==> src/rtl/fifo_arb_pkg.sv <==
// fifo_arb_pkg: shared types and default sizing for the FIFO write arbiter.
// Holds the two-state FSM encoding and default parameter values.
package fifo_arb_pkg;

  typedef enum logic {
    IDLE  = 1'b0,
    GRANT = 1'b1
  } state_t;

  localparam int DEF_NUM_REQ   = 4;
  localparam int DEF_DATA_W    = 8;
  localparam int DEF_MAX_BURST = 16;

endpackage

==> src/rtl/rr_pick.sv <==
// rr_pick: combinational round-robin search starting at last+1.
// Ports: req (request vector), last (previous owner) -> win (index), vld.
module rr_pick
  import fifo_arb_pkg::*;
#(
  parameter int NUM_REQ = DEF_NUM_REQ,
  parameter int OW      = (NUM_REQ > 1) ? $clog2(NUM_REQ) : 1
) (
  input  logic [NUM_REQ-1:0] req,
  input  logic [OW-1:0]      last,
  output logic [OW-1:0]      win,
  output logic               vld
);

  // Offsets run 1..NUM_REQ so the previous owner is tried last.
  always_comb begin
    win = '0;
    vld = 1'b0;
    for (int i = 1; i <= NUM_REQ; i++) begin
      logic [OW-1:0] j;
      j = OW'((int'(last) + i) % NUM_REQ);
      if (!vld && req[j]) begin
        vld = 1'b1;
        win = j;
      end
    end
  end

endmodule

==> src/rtl/fifo_wr_arbiter.sv <==
// fifo_wr_arbiter: round-robin burst arbiter feeding a byte FIFO write port.
// Ports: clk/rst, req/req_data/req_last in, gnt/fifo_wr/fifo_data/busy/owner
// out, fifo_full in, stat_beats out (counters only with FIFO_ARB_STATS_EN).
module fifo_wr_arbiter
  import fifo_arb_pkg::*;
#(
  parameter int NUM_REQ   = DEF_NUM_REQ,
  parameter int DATA_W    = DEF_DATA_W,
  parameter int MAX_BURST = DEF_MAX_BURST,
  localparam int OW = (NUM_REQ > 1) ? $clog2(NUM_REQ) : 1,
  localparam int CW = $clog2(MAX_BURST) + 1
) (
  input  logic                      clk,
  input  logic                      rst,
  input  logic [NUM_REQ-1:0]        req,
  input  logic [NUM_REQ*DATA_W-1:0] req_data,
  input  logic [NUM_REQ-1:0]        req_last,
  output logic [NUM_REQ-1:0]        gnt,
  output logic                      fifo_wr,
  output logic [DATA_W-1:0]         fifo_data,
  input  logic                      fifo_full,
  output logic                      busy,
  output logic [OW-1:0]             owner,
  output logic [NUM_REQ*16-1:0]     stat_beats
);

  localparam logic [CW-1:0] MAXB = CW'(MAX_BURST);

  state_t             state_q, state_d;
  logic [NUM_REQ-1:0] gnt_q, gnt_d;
  logic [OW-1:0]      owner_q, owner_d;
  logic [CW-1:0]      cnt_q, cnt_d;
  logic [CW-1:0]      cnt_nxt;
  logic [OW-1:0]      pick_idx;
  logic               pick_vld;
  logic               beat;

  rr_pick #(
    .NUM_REQ (NUM_REQ),
    .OW      (OW)
  ) u_pick (
    .req  (req),
    .last (owner_q),
    .win  (pick_idx),
    .vld  (pick_vld)
  );

  assign beat    = (state_q == GRANT) && req[owner_q] && !fifo_full;
  assign cnt_nxt = cnt_q + 1'b1;

  always_comb begin
    state_d = state_q;
    gnt_d   = gnt_q;
    owner_d = owner_q;
    cnt_d   = cnt_q;
    unique case (state_q)
      IDLE: begin
        gnt_d = '0;
        if (pick_vld) begin
          state_d         = GRANT;
          gnt_d[pick_idx] = 1'b1;
          owner_d         = pick_idx;
          cnt_d           = '0;
        end
      end
      GRANT: begin
        if (!req[owner_q]) begin
          state_d = IDLE;
          gnt_d   = '0;
        end else if (beat) begin
          cnt_d = cnt_nxt;
          if (req_last[owner_q] || cnt_nxt == MAXB) begin
            state_d = IDLE;
            gnt_d   = '0;
          end
        end
      end
      default: begin
        state_d = IDLE;
        gnt_d   = '0;
      end
    endcase
  end

  always_ff @(posedge clk) begin
    if (rst) begin
      state_q <= IDLE;
      gnt_q   <= '0;
      owner_q <= OW'(NUM_REQ - 1);
      cnt_q   <= '0;
    end else begin
      state_q <= state_d;
      gnt_q   <= gnt_d;
      owner_q <= owner_d;
      cnt_q   <= cnt_d;
    end
  end

  // Reset gates the strobe so a burst cut by rst writes nothing more.
  assign fifo_wr   = beat && !rst;
  assign fifo_data = req_data[owner_q*DATA_W +: DATA_W];
  assign gnt       = gnt_q;
  assign busy      = (state_q == GRANT);
  assign owner     = owner_q;

`ifdef FIFO_ARB_STATS_EN
  logic [15:0] stat_q [NUM_REQ];
  logic [15:0] stat_d [NUM_REQ];

  always_comb begin
    for (int i = 0; i < NUM_REQ; i++) begin
      stat_d[i] = stat_q[i];
    end
    if (fifo_wr && stat_q[owner_q] != 16'hFFFF) begin
      stat_d[owner_q] = stat_q[owner_q] + 16'd1;
    end
  end

  always_ff @(posedge clk) begin
    for (int i = 0; i < NUM_REQ; i++) begin
      if (rst) stat_q[i] <= '0;
      else     stat_q[i] <= stat_d[i];
    end
  end

  for (genvar g = 0; g < NUM_REQ; g++) begin : g_stat
    assign stat_beats[g*16 +: 16] = stat_q[g];
  end
`else
  assign stat_beats = '0;
`endif

endmodule

==> config.mk <==
export PLATFORM = sky130hd
export DESIGN_NAME = fifo_wr_arbiter
export DESIGN_NICKNAME = d
export VERILOG_FILES = /design/src/rtl/fifo_arb_pkg.sv /design/src/rtl/rr_pick.sv /design/src/rtl/fifo_wr_arbiter.sv
export SDC_FILE = /design/constraint.sdc
export NUM_CORES = 1
export LEC_CHECK = 0
export CAP_MARGIN = 15
export CORE_ASPECT_RATIO = 2
export CORE_UTILIZATION = 29
export CTS_CLUSTER_SIZE = 20
export DETAILED_ROUTE_END_ITERATION = 6
export GPL_ROUTABILITY_DRIVEN = 0
export PLACE_DENSITY_LB_ADDON = 0.12
export SLEW_MARGIN = 30
export SYNTH_ARGS = -nofsm -noshare
export SYNTH_HDL_FRONTEND = slang
export SYNTH_HIERARCHICAL = 1
export SYNTH_SLANG_ARGS = --single-unit
==> constraint.sdc <==
create_clock -name clk -period 1.94 [get_ports clk]
set_input_delay 0.582 -clock clk [delete_from_list [all_inputs] [get_ports clk]]
set_output_delay 0.582 -clock clk [all_outputs]
set_load 0.01 [all_outputs]
## Yosys cells after proc, flatten, opt, wreduce, memory -nomap -nowiden

Cells that the tools add are included.

| word-level totals | value |
|---|---|
| bits in registers | 12 |
| bits in latches | 0 |
| memory bits (writable) | 0 |
| memory bits (read-only) | 0 |
| bits of input ports | 43 |
| output and inout bits | 80 |
| logic and storage cells | 76 |
| memories kept | 0 |

| cells by class | value |
|---|---|
| add/subtract/negate cells | 5 |
| $mul | 0 |
| div/mod/pow operators | 0 |
| magnitude comparators | 7 |
| equal/unequal tests | 6 |
| shifts and indexed selects | 1 |
| multiplexer cells | 36 |
| bitwise gates (word level) | 1 |
| reduce and logical (&&, ||, !) cells | 16 |

Operators with widths:

| operator | count |
|---|---|
| $shiftx A32 B6 Y8 | 1 |
| $lt A2 B3 Y1 const B | 6 |
| $mux W4 | 4 |
| $mux W1 | 15 |
| $mux W5 | 3 |
| $bmux W1 S2 | 6 |
| $pmux W5 S2 | 1 |
| $mux W2 | 4 |
| $pmux W4 S2 | 1 |
| $logic_and A1 B1 Y1 | 7 |
| $add A5 B1 Y5 const B | 1 |
| $eq A5 B5 Y1 const B | 1 |
| $logic_not A1 Y1 | 5 |
| $add A2 B1 Y2 const B | 2 |
| $add A2 B2 Y2 const B | 2 |
| $ne A2 B1 Y1 const B | 2 |
| $reduce_and A2 Y1 | 2 |
| $ne A3 B2 Y1 const B | 1 |
| $ne A3 B3 Y1 const B | 1 |
| $reduce_and A3 Y1 | 1 |
| $demux W1 S2 | 1 |
| $ge A2 B1 Y1 const B | 1 |
| $ne A2 B2 Y1 const B | 1 |
| $pmux W1 S2 | 1 |
| other kinds (2) | 2 |

## Longest topological paths before layout

Gate-level depths: netlist (run 1).

| depth | value |
|---|---|
| depth after elaboration | 19 |
| mapped depth | 6 |
| mapped depth without buffers | 6 |

## Cells and area by module

Netlist (run 1), hierarchy kept.

Modules (own cells, without submodules):

| module | times used | cells an instance | area each (sq um) | seq. area each (sq um) |
|---|---|---|---|---|
| fifo_wr_arbiter | 1 | 153 | 1351.3 | 240.2 |
| rr_pick | 1 | 14 | 91.3 | 0.0 |

## Worst setup path before layout (run 1)

OpenSTA, ideal clock, no wires.

| timing path | value |
|---|---|
| path type | register -> output |
| start point | register owner_q[0] (netlist: owner[0]) |
| end point | output fifo_wr |
| data arrival time | 1.487 ns |
| required time | 1.358 ns |
| path slack | -0.129 ns |
| stages on the path, launching flop included | 5 |
| buffers on the path | 1 |
| path through | dfxtp_1 > mux4_2 > and2_4 > buf_6 > nor2b_1 |

| between the ends | value |
|---|---|
| cells in the longest elaborated chain, start to end | 5 |

Ends and longest elaborated chain:

| element | RTL line | RTL |
|---|---|---|
| start, declared | fifo_wr_arbiter.sv:31 | `logic [OW-1:0] owner_q, owner_d;` |
| start signal, assigned | fifo_wr_arbiter.sv:89 | `owner_q <= OW'(NUM_REQ - 1);` |
| start signal, assigned | fifo_wr_arbiter.sv:94 | `owner_q <= owner_d;` |
| $bmux W1 S2 | fifo_wr_arbiter.sv:48 | `assign beat = (state_q == GRANT) && req[owner_q] && !fifo_full;` |
| $mux W1 (not written as such) | fifo_wr_arbiter.sv:48 |  |
| $logic_and A1 B1 Y1 (2 in series) | fifo_wr_arbiter.sv:48 |  |
| $logic_and A1 B1 Y1 | fifo_wr_arbiter.sv:100 | `assign fifo_wr = beat && !rst;` |
| end, declared | fifo_wr_arbiter.sv:19 | `output logic fifo_wr,` |

Every way passes these cells. The select of a mux whose other input is x is not followed.

## Worst setup path in the final report (run 1)

| timing path | value |
|---|---|
| start point | input req[3] |
| end point | output fifo_wr |

| between the ends | value |
|---|---|
| cells in the longest elaborated chain, start to end | 5 |

Ends and longest elaborated chain:

| element | RTL line | RTL |
|---|---|---|
| start, declared | fifo_wr_arbiter.sv:15 | `input logic [NUM_REQ-1:0] req,` |
| $bmux W1 S2 | fifo_wr_arbiter.sv:48 |  |
| $mux W1 (not written as such) | fifo_wr_arbiter.sv:48 |  |
| $logic_and A1 B1 Y1 (2 in series) | fifo_wr_arbiter.sv:48 |  |
| $logic_and A1 B1 Y1 | fifo_wr_arbiter.sv:100 |  |

Every way passes these cells. The select of a mux whose other input is x is not followed.

==> results of run 1 <==
## logic make-up (layout without fill, tap and decap cells)
kind of cell	Yosys count	count (layout)	share of synthesized area, %
AO/OA/AOI/OAI	21	21	10.6
adder cells (fa/ha/maj)	1	1	0.867
buffers and inverters	72	87	36.4
flip-flops	12	12	16.7
multiplexers	13	13	16.9
other	1	64	0.260
AND/OR/NAND/NOR	47	47	18.3
## final timing paths
kind,from,to,cells after the start
min reg2reg,gnt[3],gnt[3],2
max reg2reg,owner[0],gnt[3],7
max,req[3],fifo_wr,5
min,gnt[3],gnt[3],2
## sequential cells by signal, indices dropped and copies added (netlist names)
register / count
owner: 2
busy: 1
gnt: 4
cnt_q: 5
## worst reg2reg max path, stage by stage, from the launching register on
cell and delay (ns):
dfxtp_4 0.36, buf_6 0.10, buf_6 0.10, buf_4 0.13, mux2_2 0.33, nand3b_1 0.09, o311ai_2 0.17, o31ai_1 0.26
## routing by layer
metal / global-route usage, % / wire [µm] / up-vias
met5: 0 / 0 / -
met4: 3.74 / 25 / 0
met3: 2.40 / 276 / 2
met2: 31.7 / 2230 / 73
met1: 9.79 / 1080 / 574
li1: - / - / 605
## power by group
part           internal (W)  total [W]  switching, W
Clock              0.000137   0.000227     0.0000901
Sequential         0.000268   0.000283     0.0000152
Combinational      0.000345   0.000615      0.000269
Total              0.000750    0.00112      0.000374
## per-stage QoR
stage	power (W)	utilization [%]
after floorplan	0.000681	-
after global placement	0.000883	40.8
after detailed placement	0.000884	40.8
after CTS	0.00112	42.1
after global routing	0.00120	42.7
final	0.00112	42.7
## placed cells by master (no fill, tap or decap), drive strengths merged, types with 2 or more instances in the layout
cell type,synthesis,routed
nor2,7,7
nand3b,6,6
buf,66,35
nand3,3,3
a21oi,8,8
clkdlybuf4s15,0,18
clkbuf,2,3
a211oi,2,2
dlygate4sd2,0,14
o22ai,4,4
and2,4,4
nand2b,6,6
o21ai,2,2
clkdlybuf4s50,0,13
nand2,11,11
mux4,9,9
or3,2,2
mux2i,3,3
dfxtp,12,12
inv,4,4
nor2b,4,4
conb,1,64
## cell type report
class | count | area [µm²] | share of cell area (%)
flip-flops and latches | 12 | 244 | 11.9
clock buffers | 3 | 41.3 | 2.01
inverters | 4 | 15.0 | 0.729
multi-input cells | 146 | 923 | 44.9
repair buffers | 80 | 763 | 37.1
well taps | 57 | 71.3 | 3.47
## timing repair
action                                  4_1_cts  5_1_grt
setup buffers                                 1        3
gates resized for setup                     119        2
endpoints found under the setup margin       19       10
==> flow_metrics.tcl, run 1 <==
set metrics [dict create \
    cp_max_fo 2 \
    fillers 508 \
    min_period_ns 2.16 \
    cp_top_family "multiplexers" \
    finalClockSkew_ns 0.00453 \
    avgSynthCellArea_um2 8.64 \
    synth_warnings 6 \
    place_ws_ns -0.928 \
    crit_path_max_incr_delay_ns 0.50 \
    drive_above_1_share_pct 23.3 \
    die_area_um2 5280 \
    rsz0062_at_grt "yes" \
    numClockSinks 12 \
    dp_hpwl_um 3080 \
    hold_class "reg -> reg" \
    routedWlPerCell_um 12.0 \
    ys.flop_type "dfxtp_1" \
    netlist_area_um2 1440 \
    cp-end-kind "primary output" \
    viasPerCell 4.15 \
    gr-total-overflow 0 \
    finalWorstSetupSlack_ns -0.219 \
    diodes 0 \
    yosysUniqueCellTypes 35 \
    io_pins 123 \
    start_util_pct 29.9 \
    firstDrtPassIters 4 \
    vias 1254 \
    crit_type "in -> out" \
    rows 36 \
    antenna_found_initial 0 \
    antenna_left 0 \
    crit_slowest_cell "mux4_2" \
    finalInstanceArea_um2 2060 \
    grt_max_degree 17 \
    totalWireLength_um 3610 \
    core_um2 4820 \
    cap_violations 0 \
    slew_violations 0 \
    fp.dieW_um 51.9 \
    cp_cell_sequence "buf_6 > mux4_2 > and2_4 > nor2b_4 > buf_6" \
    synth.most_common_cell "buf_4" \
    setup_viol 9 \
    synth_edf_count 0 \
    grt_use_total_pct 13.8 \
    final-hold-violation-count 0 \
    hold_buffers 0 \
    whs_ns 0.463 \
    crit_arrival_ns 1.58 \
    fin_crit_sh_pct 111 \
    port_buffers 58 \
    grt_pass1_wl_um 5310 \
    p_leak_nw 0.967 \
    synth.top_cells.by_count "64 x buf_4, 12 x dfxtp_1, 11 x nand2_1, 9 x mux4_2" \
    async_reset_ff_share_pct 0 \
    die_h_um 102 \
    final_nets 291 \
    drcViolationCount 0 \
    synth_top_cell_area_share_pct 33.3 \
    synth-seq-area-share_pct 16.7 \
    syn_inst 167 \
    root_buffer "clkbuf_8" \
    drtIter0Drc 19 \
    synth-seq-cells 12 \
    h-tree-depth 1 \
    clock_latency_ns 0.24 \
    worstPathRequired_ns 1.36 \
    postPlaceCellArea_um2 1960 \
    cts_tree "yes" \
    crit_top_cell "buf_6" \
    synth.top_cells.by_area "buf_4 33%, dfxtp_1 17%, mux4_2 14%, nand3b_1 3.1%, nand2_1 2.9%" \
    finalNonFillerCells 302 \
    violations "setup timing" \
    cp-start-kind "input pin" \
    fmax_mhz 463 \
    cts_made_buffers 3 \
    clk_pin_slew_ns 0.05 \
    grt_pass1_vias 1201 \
    cts_buffer_depth 2 \
    synth_top_area_cell "buf_4" \
    tns_ns -1.06 \
    crit_buf_inv 2 \
    ir_drop_mv 0.440 \
    power.density_nw_per_um2 546 \
    ff2ff_setup_slack_ns 0.30 \
    place_inst 295 \
    area_growth_pct 42.7 \
    status "finished, violations left" \
]
Power figures use the tool's default switching activity.
==> inputs of run 2 (changes only) <==
--- a/config.mk
+++ b/config.mk
@@ -7,11 +7,12 @@
 export LEC_CHECK = 0
 export CAP_MARGIN = 15
 export CORE_ASPECT_RATIO = 2
+export CORE_MARGIN = 3
 export CORE_UTILIZATION = 29
 export CTS_CLUSTER_SIZE = 20
 export DETAILED_ROUTE_END_ITERATION = 6
 export GPL_ROUTABILITY_DRIVEN = 0
-export PLACE_DENSITY_LB_ADDON = 0.12
+export PLACE_DENSITY = 0.87
 export SLEW_MARGIN = 30
 export SYNTH_ARGS = -nofsm -noshare
 export SYNTH_HDL_FRONTEND = slang
==> run 2 against run 1 <==
The flow still finishes with violations (setup timing). Routed wire length increased by 15%. Fmax decreased by 0.70%. Non-clock buffer count increased by 1. Via count increased by 7.7%. Largest cell class unchanged. Final cell count decreased by 0.33%. Clock-buffer cell count unchanged. Largest power group unchanged. Critical path type unchanged.
==> flow_metrics.tcl, run 2 (same netlist as run 1, synthesis figures left out) <==
set metrics [dict create \
    finalInstanceArea_um2 2070 \
    crit_type "in -> out" \
    p_leak_nw 0.974 \
    mostFrequentLayoutCells "64 x conb_1, 19 x clkdlybuf4s15_1, 18 x buf_4, 16 x buf_6, 15 x dlygate4sd2_1" \
    drcViolationCount 0 \
    final_common_cell "conb_1" \
    cp-start-kind "input pin" \
    fin_crit_sh_pct 112 \
    power_w 0.00115 \
    largest_reg_flops 5 \
    vias 1351 \
    ir_drop_mv 0.325 \
    antenna_found_initial 0 \
    cp-end-kind "primary output" \
    diodes 0 \
    cts_made_buffers 3 \
    rows 35 \
    final_nets 292 \
    grt_use_total_pct 13.8 \
    core_um2 4690 \
    power.density_nw_per_um2 555 \
    gr-total-overflow 0 \
    numClockSinks 12 \
    crit_arrival_ns 1.59 \
    finalWorstSetupSlack_ns -0.235 \
    grt_max_degree 17 \
    status "finished, violations left" \
    rsz0062_at_grt "yes" \
    drive_above_1_share_pct 23.6 \
    hold_buffers 0 \
    top_register "cnt_q" \
    finalClockSkew_ns 0.000733 \
    drtIter0Drc 51 \
    start_util_pct 30.8 \
    die_h_um 106 \
    totalWireLength_um 4140 \
    cap_violations 0 \
    cp_max_fo 2 \
    grt_pass1_vias 1356 \
    root_buffer "clkbuf_8" \
    fp.dieW_um 55.9 \
    antenna_left 0 \
    whs_ns 0.476 \
    h-tree-depth 1 \
    min_period_ns 2.17 \
    io_pins 123 \
    worstPathRequired_ns 1.36 \
    area_growth_pct 43.5 \
    place_inst 290 \
    final-hold-violation-count 0 \
    finalNonFillerCells 301 \
    r2r_cells 7 \
    postPlaceCellArea_um2 1940 \
    cts_tree "yes" \
    fmax_mhz 460 \
    die_area_um2 5910 \
    hold_class "reg -> reg" \
    cts_buffer_depth 2 \
    grt_pass1_wl_um 6400 \
    clk_pin_slew_ns 0.05 \
    whs_path_depth 2 \
    viasPerCell 4.49 \
    port_buffers 58 \
    place_ws_ns -0.949 \
    routedWlPerCell_um 13.8 \
    dp_hpwl_um 3240 \
    firstDrtPassIters 4 \
    clock_latency_ns 0.24 \
    violations "setup timing" \
    setup_viol 9 \
    slew_violations 0 \
]
-- run 2: through the flow --
step                      TNS [ns]  utilization (%)
after floorplan            -0.0945                -
after global placement       -7.58             41.4
after detailed placement     -8.01             41.4
after CTS                    -1.27             44.3
after global routing         -1.60             44.2
final                        -1.21             44.2
-- run 2: report_power, final --
part           internal [W]  total, W  switching, W
Clock              0.000137  0.000228     0.0000910
Combinational      0.000349  0.000634      0.000284
Sequential         0.000268  0.000287     0.0000183
-- run 2: layer usage --
layer	vias up	part of all wire (%)	global-route usage (%)
li1	611	-	-
met1	606	30	12.2
met2	122	53	27.5
met3	12	14	4.04
met4	0	3.0	6.28
met5	-	0	0
-- run 2: what timing repair did --
| item | CTS | global route |
|---|---|---|
| pin swaps | 1 | 1 |
| setup buffers | 6 | 3 |
| gates resized for setup | 126 | 5 |
| cloned | 1 | 0 |
| endpoints found under the setup margin | 14 | 9 |
-- run 2: worst max-delay path, cell delays in order --
cell and delay [ns]:
buf_6 0.09, mux4_2 0.52, and2_4 0.17, nor2b_4 0.12, buf_6 0.11
-- run 2: area by class of cell --
cell class              instances  area, µm²
multi-input cells             146        923
clock buffers                   3       41.3
inverters                       4       15.0
flip-flops and latches         12        244
fillers                       451       2620
well taps                      55       68.8
repair buffers                 81        777
-- run 2: path summary, 6_finish.rpt --
| path | startpoint | endpoint | slack [ns] |
|---|---|---|---|
| worst min register to register | gnt[3] | gnt[3] | 0.48 |
| worst min-delay path | gnt[3] | gnt[3] | 0.48 |
| worst max-delay path | req[3] | fifo_wr | -0.23 |
| worst max register to register | owner[1] | gnt[0] | 0.25 |
==> inputs of run 3 (changes only) <==
--- a/config.mk
+++ b/config.mk
@@ -8,7 +8,7 @@
 export CAP_MARGIN = 15
 export CORE_ASPECT_RATIO = 2
 export CORE_MARGIN = 3
-export CORE_UTILIZATION = 29
+export CORE_UTILIZATION = 28
 export CTS_CLUSTER_SIZE = 20
 export DETAILED_ROUTE_END_ITERATION = 6
 export GPL_ROUTABILITY_DRIVEN = 0
@@ -16,5 +16,4 @@
 export SLEW_MARGIN = 30
 export SYNTH_ARGS = -nofsm -noshare
 export SYNTH_HDL_FRONTEND = slang
-export SYNTH_HIERARCHICAL = 1
 export SYNTH_SLANG_ARGS = --single-unit
==> run 3 against run 2 <==
The flow still finishes with violations (setup timing). First-iteration DRC count fell by 57%. Die area fell by 1.7%. Via count fell by 11%. Combinational power fell by 19%. Routed wire length fell by 18%. Power fell by 12%. Area after synthesis fell by 5.3%. Global-route usage fell by 2.7 points. Critical path type unchanged. Critical endpoint unchanged. Largest cell class unchanged. Largest power group unchanged.
==> flow_metrics.tcl, run 3 <==
set metrics [dict create \
    clock_latency_ns 0.24 \
    crit_type "in -> out" \
    port_buffers 58 \
    cap_violations 0 \
    finalClockSkew_ns 0.00280 \
    fmax_mhz 493 \
    power_w 0.00101 \
    rows 35 \
    drtIter0Drc 22 \
    avgSynthCellArea_um2 9.11 \
    min_period_ns 2.03 \
    synth_top_cell_area_share_pct 35.2 \
    viasPerCell 4.35 \
    grt_use_total_pct 11.2 \
    ys.flop_type "dfxtp_1" \
    synth.top_cells.by_count "64 x buf_4, 12 x dfxtp_1, 9 x mux4_2" \
    hold_buffers 0 \
    status "finished, violations left" \
    power.density_nw_per_um2 521 \
    cp-start-kind "input pin" \
    synth_top_area_cell "buf_4" \
    io_pins 123 \
    cp-end-kind "primary output" \
    synth-seq-area-share_pct 17.6 \
    gr-total-overflow 0 \
    totalWireLength_um 3400 \
    cp_max_fo 2 \
    cts_tree "yes" \
    drcViolationCount 0 \
    grt_max_degree 19 \
    numClockSinks 12 \
    rsz0062_at_grt "yes" \
    vias 1204 \
    finalInstanceArea_um2 1940 \
    crit_arrival_ns 1.45 \
    place_ws_ns -0.789 \
    final_util_pct 41.9 \
    worstPathRequired_ns 1.36 \
    core_um2 4640 \
    top_register "cnt_q" \
    final-hold-violation-count 0 \
    violations "setup timing" \
    cts_made_buffers 3 \
    die_h_um 105 \
    root_buffer "clkbuf_8" \
    ff2ff_setup_slack_ns 0.26 \
    antenna_found_initial 0 \
    largest_reg_flops 5 \
    syn_inst 150 \
    drive_above_1_share_pct 21.6 \
    hold_class "reg -> reg" \
    clk_pin_slew_ns 0.05 \
    whs_ns 0.464 \
    die_area_um2 5800 \
    final_common_cell "conb_1" \
    antenna_left 0 \
    h-tree-depth 1 \
    mostFrequentLayoutCells "64 x conb_1, 32 x clkdlybuf4s15_1, 14 x buf_4, 12 x buf_6, 11 x clkdlybuf4s50_1" \
    p_leak_nw 0.911 \
    routedWlPerCell_um 12.3 \
    fp.dieW_um 55.4 \
    dp_hpwl_um 2840 \
    synth.most_common_cell "buf_4" \
    start_util_pct 29.4 \
    slew_violations 0 \
    grt_pass1_vias 1118 \
    synth_edf_count 0 \
    yosysUniqueCellTypes 33 \
    synth.top_cells.by_area "buf_4 35%, dfxtp_1 18%, mux4_2 15%, mux2i_1 2.9%, nand2b_1 2.7%" \
    final_nets 268 \
    area_growth_pct 42.3 \
    setup_viol 8 \
    grt_pass1_wl_um 5180 \
    finalWorstSetupSlack_ns -0.0894 \
    netlist_area_um2 1370 \
    synth-seq-cells 12 \
    postPlaceCellArea_um2 1870 \
    cts_buffer_depth 2 \
    synth_warnings 0 \
    diodes 0 \
    ir_drop_mv 0.475 \
    async_reset_ff_share_pct 0 \
    fin_crit_sh_pct 105 \
    firstDrtPassIters 4 \
]
run 3: area by class of cell:
cell class | count | area, µm²
timing repair buffer | 74 | 732
fill | 454 | 2700
inverter | 2 | 7.51
sequential | 12 | 243
multi-input combinational | 131 | 852
tap | 55 | 68.8
clock buffer | 3 | 41.3
run 3: worst max-delay path, cell delays in order:
cell and delay [ns]:
buf_6 0.09, mux4_2 0.48, nand2_2 0.11, nor3_4 0.04, buf_2 0.14
run 3: cell families (layout without fill, tap and decap cells):
group / count (synthesis) / after routing / synth area share, %
flip-flops: 12 / 12 / 17.6
other: 1 / 64 / 0.274
AND/OR/NAND/NOR: 30 / 30 / 13.4
multiplexers: 14 / 14 / 18.6
adder cells (fa/ha/maj): 1 / 1 / 0.916
buffers and inverters: 70 / 79 / 37.5
AO/OA/AOI/OAI: 20 / 20 / 10.4
XOR/XNOR: 2 / 2 / 1.28
run 3: report_power, final:
part	leakage, nW	internal, W	switching, W
sequential	0.0976	0.000264	0.0000127
clock	0.0216	0.000136	0.0000870
combinational	0.792	0.000282	0.000231
total	0.911	0.000683	0.000331
run 3: through the flow:
step	TNS, ns	cells
2_1_floorplan	0	213
3_3_place_gp	-7.25	273
3_5_place_dp	-7.74	273
4_1_cts	-0.320	276
5_1_grt	-0.534	277
6_report	-0.150	277
run 3: metal layers:
layer	track usage, %	up-vias	routed length [µm]
met2	22.7	104	1930
met1	9.44	548	954
li1	-	541	-
met4	5.74	0	102
met5	0	-	0
met3	2.47	11	408
run 3: final timing paths:
path | from | endpoint | depth (start not counted)
setup / recovery | req[3] | fifo_wr | 5
hold / removal | gnt[3] | gnt[3] | 2
setup reg to reg | owner[1] | cnt_q[2] | 7
hold reg to reg | gnt[3] | gnt[3] | 2
run 3: timing repair:
item	in CTS	in global routing
pin swaps	2	2
resized for setup	132	3
buffers inserted	0	1
endpoints found under the setup margin	12	10
==> RTL change (config.mk and constraints of run 1) <==
The option `FIFO_ARB_STATS_EN` is turned on by a define.
--- a/src/rtl/fifo_wr_arbiter.sv
+++ b/src/rtl/fifo_wr_arbiter.sv
@@ -2,4 +2,6 @@
 // Ports: clk/rst, req/req_data/req_last in, gnt/fifo_wr/fifo_data/busy/owner
 // out, fifo_full in, stat_beats out (counters only with FIFO_ARB_STATS_EN).
+`define FIFO_ARB_STATS_EN
+
 module fifo_wr_arbiter
   import fifo_arb_pkg::*;
Formal check against the unedited RTL: not equivalent (a bounded check fails within 4 cycles, from zero or initial values and one cycle with rst high).
==> RTL change against run 1 <==
  * The run still ends with setup timing left
  * Sequential cell count is 66 higher
  * Die area grew to 2.8 times the old value
  * Synthesized area grew to 2.8 times the old value
  * Final area rose to 3.4 times the old value
  * Setup slack worse by 0.061 ns
  * Power increased to 3.8 times the old value
  * First-iteration DRC count grew to 7.1 times the old value
  * Non-clock buffer count up 188
  * Routed wire length grew to 4.1 times the old value
  * Critical path type is now flip-flop to flip-flop
  * Critical endpoint is now stat_q[2][5]
  * Largest cell class unchanged
  * Highest routed layer unchanged
==> RTL change: results (changes against run 1) <==
metric	value	unit	change
final-layout fill cell count	1297		+160%
share of cells above drive strength 1	41.2	%	+18 points
worst setup margin	-0.280	ns	-0.0607 ns
internal power	3220	uW	+330%
Biggest register	stat_q		
Synth top cells by count	78 x dfxtp_1, 58 x a21oi_1, 48 x a211oi_1		
leak pwr	0.00317	uW	+230%
status	finished, violations left		
largest net degree at the start of global routing	36		+19
Vias	4342		+250%
number of buffers created by CTS	9		+6
placed insts	825		+180%
Setup Skew	0.0125	ns	+0.00801 ns
clock latency on the worst-skew pair	0.34	ns	+0.10 ns
vias in the first global route	4591		+280%
pre-CTS WS	-0.800	ns	+0.128 ns
crit path max fanout	32		+30
WL met2	8820	um	+290%
CP arrival	2.43	ns	+0.85 ns
nets@finish	697		+140%
Largest register FFs	64		+59
violated checks	setup timing		
unique cell type count in the Yosys netlist	44		+26%
cell count after synthesis	408		+140%
Seq/Total Area, Yosys	38.1	%	+21 points
setup TNS	-16.23	ns	-15.17 ns
H-tree lvl count	3		+2
CP peak stage delay	0.55	ns	+0.05 ns
Avg WL per Cell	17.7	um	+48%
Gate power share	18.9	%	-36 points
GR Util met3	3.35	%	+0.94 points
# setup viols final	73		+64
wire length on met3	489	um	+77%
global-route total usage across every layer	21.2	%	+7.4 points
R2R cell count	8		+1
Comb. pwr	809	uW	+32%
Max rail drop VDD	421	uV	-4.3%
Slowest-stage cell, CP	or4_4		
Multi-input gate area	2490	sq um	+170%
CTS root buf	clkbuf_16		
met2 global-route usage	41.1	%	+9.4 points
Post-Layout Cell Count	846		+180%
synth top area cells	dfxtp_1 38%, mux4_2 14%, a211oi_1 8.8%		
Iter 0 DRT Violations	135		+116
Metal-1 WL	5270	um	+390%
IO Port Bufs	122		+110%
Placed Area	6550	sq um	+230%
met1 Usage GRT	21.5	%	+12 points
sequential share of power	39.0	%	+14 points
RTL change: cell types whose count changed after synthesis, moves of 17 or more:
| cell | run 1 | this run |
|---|---|---|
| buf_4 | 64 | 3 |
| a21oi_2 | 1 | 19 |
| a21oi_1 | 7 | 58 |
| mux4_2 | 9 | 26 |
| a211oi_1 | 1 | 48 |
| dfxtp_1 | 12 | 78 |
| nor3_1 | 1 | 30 |
RTL change: kinds of logic (layout without fill, tap and decap cells):
| logic type | count (synthesis) | in the layout | synth area share, % |
|---|---|---|---|
| xor gates and xnor gates | 14 | 14 | 2.99 |
| muxes | 27 | 27 | 14.5 |
| and+or+nand+nor | 105 | 105 | 14.8 |
| DFF | 78 | 78 | 38.1 |
| AOI/OAI and AO/OA | 143 | 143 | 22.9 |
| adders and majority gates | 2 | 2 | 0.611 |
| buffers and inverters | 39 | 288 | 6.02 |
RTL change: area by class of cell:
cell class | instances | share of cell area [%]
multi-input combinational | 291 | 35.2
tap | 189 | 3.34
timing repair buffer | 268 | 34.6
clock inverter | 5 | 1.15
inverter | 4 | 0.212
sequential | 78 | 22.2
clock buffer | 11 | 3.29
RTL change: worst max-delay path, delay by kind of cell, from the launching register on:
kind                       cells  cell delay [ns]
and+or+nand+nor                2             0.64
muxes                          1             0.39
buffers and inverters          2             0.36
DFF                            1             0.33
AOI/OAI and AO/OA              2             0.21
adders and majority gates      1             0.15
RTL change: worst paths after layout:
| check | from | to | slack, ns |
|---|---|---|---|
| setup / recovery | flip-flop | stat_q[2][5] | -0.28 |
| hold / removal | gnt[1] | gnt[1] | 0.49 |
| setup reg to reg | flip-flop | stat_q[2][5] | -0.28 |
| hold reg to reg | gnt[1] | gnt[1] | 0.49 |
